**config.mk**
```make
export PLATFORM = sky130hd
export DESIGN_NAME = audio_chan_mixer
export DESIGN_NICKNAME = d
export VERILOG_FILES = /design/src/rtl/audio_chan_mixer.sv
export SDC_FILE = /design/constraint.sdc
export NUM_CORES = 1
export LEC_CHECK = 0
export CAP_MARGIN = 20
export CELL_PAD_IN_SITES_DETAIL_PLACEMENT = 1
export CELL_PAD_IN_SITES_GLOBAL_PLACEMENT = 2
export CORE_MARGIN = 1.5
export CORE_UTILIZATION = 33
export DETAILED_ROUTE_END_ITERATION = 8
export GPL_TIMING_DRIVEN = 0
export PLACE_DENSITY = 0.82
export SLEW_MARGIN = 15
export SYNTH_ARGS = -nofsm -noshare
export SYNTH_HDL_FRONTEND = slang
export SYNTH_SLANG_ARGS = --single-unit
export TNS_END_PERCENT = 10
```
**constraint.sdc**
```tcl
create_clock -name clk_sys -period 4.6 [get_ports clk_sys]
set_input_delay 0.92 -clock clk_sys [delete_from_list [all_inputs] [get_ports clk_sys]]
set_output_delay 0.92 -clock clk_sys [all_outputs]
set_load 0.05 [all_outputs]
```
**src/rtl/audio_chan_mixer.sv**
```systemverilog
// Sequential N-channel audio mixer: snapshots all channels on a strobe, accumulates
// one channel per cycle, then saturates and left-justifies the result into out_data.
module audio_chan_mixer #(
    parameter int NCH = 4,
    parameter int IW  = 14,
    parameter int OW  = 16
) (
    input  logic                clk_sys,
    input  logic                reset_n,
    input  logic                ce_sample,
    input  logic [NCH*IW-1:0]   ch_data,
    input  logic [NCH-1:0]      ch_signed,
    input  logic [NCH-1:0]      ch_en,
    input  logic [NCH*3-1:0]    ch_atten,
    input  logic                clip_clr,
    output logic [OW-1:0]       out_data,
    output logic                out_valid,
    output logic                clip,
    output logic                overrun
);

    localparam int AW = IW + 4;
    localparam int CW = (NCH > 1) ? $clog2(NCH) : 1;
    localparam logic signed [AW-1:0] SAT_MAX = {5'b00000, {(IW-1){1'b1}}};
    localparam logic signed [AW-1:0] SAT_MIN = {5'b11111, {(IW-1){1'b0}}};

    typedef enum logic [1:0] {IDLE, ACC, DONE} state_t;

    state_t                 state, state_nx;
    logic                   armed;
    logic [CW-1:0]          idx;
    logic signed [AW-1:0]   acc;

    logic [NCH*IW-1:0]      snap_data;
    logic [NCH-1:0]         snap_signed;
    logic [NCH-1:0]         snap_en;
    logic [NCH*3-1:0]       snap_atten;

    logic                   accept, busy, last_ch;
    logic [IW-1:0]          raw, conv, sat_val;
    logic signed [AW-1:0]   ext, shifted;
    logic                   sat_hi, sat_lo;
    logic [OW-1:0]          just;

    // armed lags reset release by one edge so a strobe in the release cycle is ignored
    always_ff @(posedge clk_sys or negedge reset_n) begin
        if (!reset_n) armed <= 1'b0;
        else          armed <= 1'b1;
    end

    always_ff @(posedge clk_sys or negedge reset_n) begin
        if (!reset_n) state <= IDLE;
        else          state <= state_nx;
    end

    always_comb begin
        state_nx = state;
        unique case (state)
            IDLE:    if (accept) state_nx = ACC;
            ACC:     if (last_ch) state_nx = DONE;
            DONE:    state_nx = IDLE;
            default: state_nx = IDLE;
        endcase
    end

    // The out_valid cycle still counts as busy, so a strobe landing there is an overrun
    always_comb begin
        busy    = (state != IDLE) || out_valid;
        accept  = (state == IDLE) && ce_sample && armed && !out_valid;
        last_ch = (idx == CW'(NCH - 1));
    end

    always_comb begin
        raw     = snap_data[idx*IW +: IW];
        conv    = snap_signed[idx] ? raw : {~raw[IW-1], raw[IW-2:0]};
        ext     = {{4{conv[IW-1]}}, conv};
        shifted = ext >>> snap_atten[idx*3 +: 3];
    end

    always_comb begin
        sat_hi = (acc > SAT_MAX);
        sat_lo = (acc < SAT_MIN);
        if (sat_hi)      sat_val = {1'b0, {(IW-1){1'b1}}};
        else if (sat_lo) sat_val = {1'b1, {(IW-1){1'b0}}};
        else             sat_val = acc[IW-1:0];
        just = '0;
        just[OW-1 -: IW] = sat_val;
    end

    always_ff @(posedge clk_sys or negedge reset_n) begin
        if (!reset_n) begin
            idx         <= '0;
            acc         <= '0;
            snap_data   <= '0;
            snap_signed <= '0;
            snap_en     <= '0;
            snap_atten  <= '0;
            out_data    <= '0;
            out_valid   <= 1'b0;
        end else begin
            out_valid <= 1'b0;
            if (accept) begin
                snap_data   <= ch_data;
                snap_signed <= ch_signed;
                snap_en     <= ch_en;
                snap_atten  <= ch_atten;
                acc         <= '0;
                idx         <= '0;
            end
            if (state == ACC) begin
                if (snap_en[idx]) acc <= acc + shifted;
                idx <= last_ch ? '0 : idx + 1'b1;
            end
            if (state == DONE) begin
                out_data  <= just;
                out_valid <= 1'b1;
            end
        end
    end

    // A set in the same cycle as clip_clr takes priority
    always_ff @(posedge clk_sys or negedge reset_n) begin
        if (!reset_n) begin
            clip    <= 1'b0;
            overrun <= 1'b0;
        end else begin
            if ((state == DONE) && (sat_hi || sat_lo)) clip <= 1'b1;
            else if (clip_clr)                        clip <= 1'b0;
            if (ce_sample && busy)                     overrun <= 1'b1;
            else if (clip_clr)                        overrun <= 1'b0;
        end
    end

endmodule

```
# Yosys cells after proc, flatten, opt, wreduce, memory -nomap -nowiden
# Cells that the tools add are included.
# W data, S select, Z words.
# totals
input_bits,80
out_inout_bits,19
regBits,116
elab_cells,62
# classes
shifts,3
muxes,20
magnitude_cmp,3
n_bitwise,1
mul,2
eq_ne,5
n_reduce_logical,14
add_sub_neg,2
# ops
cell,n
$shiftx A56 B7 Y14,1
$mux W18,3
$mux W14,3
$add A18 B18 Y18,1
$gt A18 B14 Y1 const B,1
$lt A18 B14 Y1 const B,1
$sshr A14 B3 Y18,1
$shiftx A12 B5 Y3,1
$mux W2,5
$reduce_bool A2 Y1,4
$mux W1,6
$logic_and A1 B1 Y1,5
$mul A2 B3 Y5 const B,1
$bmux W1 S2,2
$eq A2 B2 Y1 const B,2
$mul A2 B2 Y4 const B,1
$ne A2 B2 Y1 const B,2
$pmux W2 S2,1
$lt A2 B3 Y1 const B,1
$add A2 B1 Y2 const B,1
$eq A2 B1 Y1 const B,1
$logic_not A2 Y1,1
$logic_or A1 B1 Y1,2
$reduce_and A2 Y1,1
other kinds (2),2

# Longest topological paths before layout
# depth
word_depth,8
depth_mapped,16

# Least setup slack after synthesis
# Ideal clock, no wire load.
# synth_timing
path_kind,register to register
from,reg idx[0]
to,reg acc[16]
n_path_buf,2
path_stages_with_launch,16
period_less_slack_ps,3731
required_time_ps,4477
setup_time_ps,123
t_arrival_ps,3608
slack_ps,869
path_cell_list,dfrtp_1 -> buf_6 -> buf_6 -> mux4_2 -> mux2i_1 -> mux2i_1 -> mux2_2 -> ha_1 -> fa_1 -> a211oi_1 -> o21ai_1 -> a41oi_2 -> o21ai_2 -> a311oi_2 -> xor2_1 -> o21ai_1
# synth_via
elab_chain_cells,8
word_cells_on_any_way,14
classes_between,1 x add/sub; 2 x mul; 3 x shift; 7 x mux; 1 x bitwise
# synth_lines
item,line_no,text
from (decl),31,logic [CW-1:0] idx;
from (signal assigned),112,idx <= last_ch ? '0 : idx + 1'b1;
$mul A2 B3 Y5,74,raw = snap_data[idx*IW +: IW];
$shiftx A56 B7 Y14,74,
$not A1 Y1,75,"conv = snap_signed[idx] ? raw : {~raw[IW-1], raw[IW-2:0]};"
$mux W14,75,
$sshr A14 B3 Y18,77,shifted = ext >>> snap_atten[idx*3 +: 3];
$add A18 B18 Y18,111,if (snap_en[idx]) acc <= acc + shifted;
$mux W18 *,111,
$mux W18 *,110,if (state == ACC) begin
to (signal assigned),111,
to (decl),32,logic signed [AW-1:0] acc;
# Mark *: on every way between the ends. The rest lies on a longest branch, timed or not. The select of a mux whose other input is x is not followed.
# A chain may end at the register's enable or synchronous reset.

# Worst setup path after layout
# Ends and elaborated chain as after synthesis.

==> flow_summary.json <==
{
  "rr_endpoint": "acc[16]",
  "routed_wl_um": 17200,
  "synth_top_family_by_area": "simple AND/OR/NAND/NOR gates",
  "timing.final.crit_share_pct": 92.6,
  "ys_async_sr_fraction_pct": 100,
  "nFillCells": 2083,
  "antenna_found_initial": 0,
  "slew_violations": 0,
  "path_delay_family": "multiplexers",
  "final_nets": 883,
  "post-cts-setup-buffer-count": 0,
  "vdd_drop_max_uv": 367,
  "cp-start-kind": "register",
  "root_buffer": "clkbuf_16",
  "vias": 5110,
  "finClkSkew_ns": 0.0146,
  "globalplace.congestion": 0.795,
  "worst_pin_slew_ns": 0.684,
  "cts_sinks": 116,
  "critical_path_class": "reg2reg",
  "hp-class": "in2async",
  "antenna_cells": 0,
  "powerDensity_nw_per_um2": 966,
  "synth-adder-area-share_pct": 4.00,
  "grt.total_usage_pct": 18.9,
  "drt_first_pass_iters": 6,
  "grt-ovfl-total": 0,
  "synthXorXnorAreaFrac_pct": 2.57,
  "synth.area.top_cells": "dfrtp_1 47%, nand2_1 16%, mux4_2 6.6%, ha_1 3.7%, mux2i_1 3.3%",
  "place_hpwl_um": 13000,
  "dieWidth_um": 139,
  "remaining_drc_errors": 12,
  "cp.buffers_inverters": 2,
  "outcome": "finished, violations left",
  "regToRegSetupSlack_ns": 0.34,
  "antenna_left": 0,
  "reg2reg_depth": 15,
  "holdBufCountCts": 0,
  "cp_slowest_stage_delay_ns": 0.57,
  "layout_min_cycle_time_ns": 4.26,
  "synth_edf_count": 0,
  "clk_latency_ns": 0.43,
  "instances_no_fill": 1026,
  "crit_start": "idx[0]",
  "yosysTopAreaCell": "dfrtp_1",
  "fin_util_pct": 44.3,
  "rsz0062_at_grt": "false",
  "final_cell_mix": "263 x nand2_1, 116 x dfrtp_1, 95 x clkdlybuf4s50_1, 39 x o21ai_0, 26 x nand3_1",
  "critPathMaxFanout": 10,
  "layout_commonest_cell": "nand2_1",
  "crit_chain": "buf_6, buf_6, mux4_2, mux2i_1, mux2i_1, mux2_2, ha_1, fa_1, a211oi_2, o21ai_1, a41oi_2, o21ai_2, a311oi_2, xor2_1, o21ai_1",
  "finalPower_uw": 7740,
  "grt_pass1_wl_um": 28600,
  "ys.flop_type": "dfrtp_1",
  "synthCells": 667,
  "port-buffer-count": 96,
  "via_per_inst": 4.98,
  "tritoncts": "done",
  "fp.dieH_um": 139,
  "start_util_pct": 33.9,
  "synth-simple-area-share_pct": 21.2,
  "rows": 49,
  "dp.cells": 994,
  "fmax_mhz": 235,
  "cts_buffers": 17,
  "setup_viol": 0,
  "cp_slowest_cell": "mux4_2",
  "grt_max_degree": 82,
  "areaGrowthSynthToFinish_pct": 30.8,
  "synth_compound_area_share_pct": 9.09,
  "ys_seq_area_share_pct": 47.4,
  "synthMuxAreaShare_pct": 11.7,
  "netlist_area_um2": 6120,
  "drive_gt1_share_pct": 10.7,
  "slew_headroom_pct": 54.4,
  "cts_resized": 0,
  "yosys_warnings": 0,
  "r2r-start": "idx[0]",
  "violations": "design-rule violations",
  "cts.path.max_buffers": 2,
  "worstPathRequired_ns": 4.90,
  "io_pins": 99,
  "worst_setup_path_end_kind": "register",
  "hold_violations": 0,
  "fp.coreArea_um2": 18100,
  "synth.avg_cell_area_um2": 9.18,
  "cp_data_arrival_time_ns": 4.56,
  "die-area_um2": 19400,
  "synth-seq-cells": 116,
  "yosysTopAreaCellShare_pct": 47.4,
  "clk_pin_slew_ns": 0.06,
  "ys_types": 48,
  "wire_per_inst_um": 16.7,
  "first_iter_violations": 169,
  "htreeDepth": 4,
  "maxCapViolations": 0,
  "p_leak_uw": 0.00376,
  "first_global_vias": 5685
}
worst reg2reg max path: cells and delay by family, from the launching register on:
family	cells	cell delay (ns)
buffers and inverters	2	0.44
DFF	1	0.42
muxes	4	1.24
xor gates and xnor gates	1	0.18
AOI/OAI and AO/OA	6	1.20
adders and majority gates	2	0.66
synth_stat cells (2+ instances only):
cell type	count
a211oi_1	4
mux2_2	9
conb_1	2
o31ai_1	2
o21ai_0	39
xnor2_1	11
buf_2	8
a21oi_1	18
nand2b_1	3
mux2i_1	20
xor2_1	7
buf_4	2
mux4_2	18
a31oi_1	2
buf_1	3
nor3_1	4
clkbuf_1	21
dfrtp_1	116
nor2_1	13
buf_6	6
o21a_1	2
nand4_1	2
ha_1	18
nor2b_1	4
nand3_1	26
inv_1	7
o21ai_1	13
nand2_1	263
a21o_1	5
cell families after synthesis:
group           after synthesis
other cells                   2
xor+xnor                     18
mux                          48
simple gates                323
fa+ha+maj                    19
compound gates               94
flops                       116
buf+inv                      47
cell type report:
type / instances / area, µm² / share of cell area [%]
Buffer: 40 / 213 / 2.65
Clock buffer: 20 / 447 / 5.57
Clock inverter: 12 / 156 / 1.95
Inverter: 7 / 26.3 / 0.328
Multi-Input combinational cell: 505 / 2990 / 37.3
Sequential cell: 116 / 2900 / 36.2
Tap cell: 229 / 287 / 3.58
Timing Repair Buffer: 97 / 990 / 12.4
routing by layer:
layer  part of all wire [%]  vias up  global-route usage, %
met5                      0        -                      0
met4                    2.1        0                   6.94
met3                    4.6       29                   4.30
met2                     49      122                   32.4
met1                     44     2482                   23.1
li1                       -     2477                      -
power breakdown:
group          internal (µW)  switching (µW)
sequential              1490             285
combinational           1950            2660
clock                    864             485
flip-flops by register name, summed over array words and instances, names as in the netlist:
| name | count |
|---|---|
| out_data | 14 |
| snap_data | 56 |
| out_valid | 1 |
| state | 2 |
| snap_en | 4 |
| armed | 1 |
| clip | 1 |
| acc | 18 |
| snap_atten | 12 |
| idx | 2 |
| overrun | 1 |
| snap_signed | 4 |
stage by stage:
step / setup TNS, ns / hold slack [ns] / instance area, µm² / setup WS (ns)
global route: 0 / 0.413 / 8010 / 0.0790
global placement: -206.27 / 0.453 / 7380 / -1.79
floorplan: 0 / 0.440 / 6130 / 0.869
detailed placement: 0 / 0.459 / 7400 / 0.247
CTS: 0 / 0.394 / 8010 / 0.211
finish: 0 / 0.398 / 8010 / 0.339
how the worst max path moves through the flow:
| stage | depth (start not counted) | endpoint |
|---|---|---|
| 6_report | 15 | acc[16] |
| 5_1_grt | 15 | acc[16] |
| 4_1_cts | 15 | acc[16] |
| 3_5_place_dp | 15 | acc[16] |
| 3_3_place_gp | 1 | snap_data[47] |
| 2_1_floorplan | 15 | acc[16] |
No activity file was read; power rests on OpenSTA's default activity.
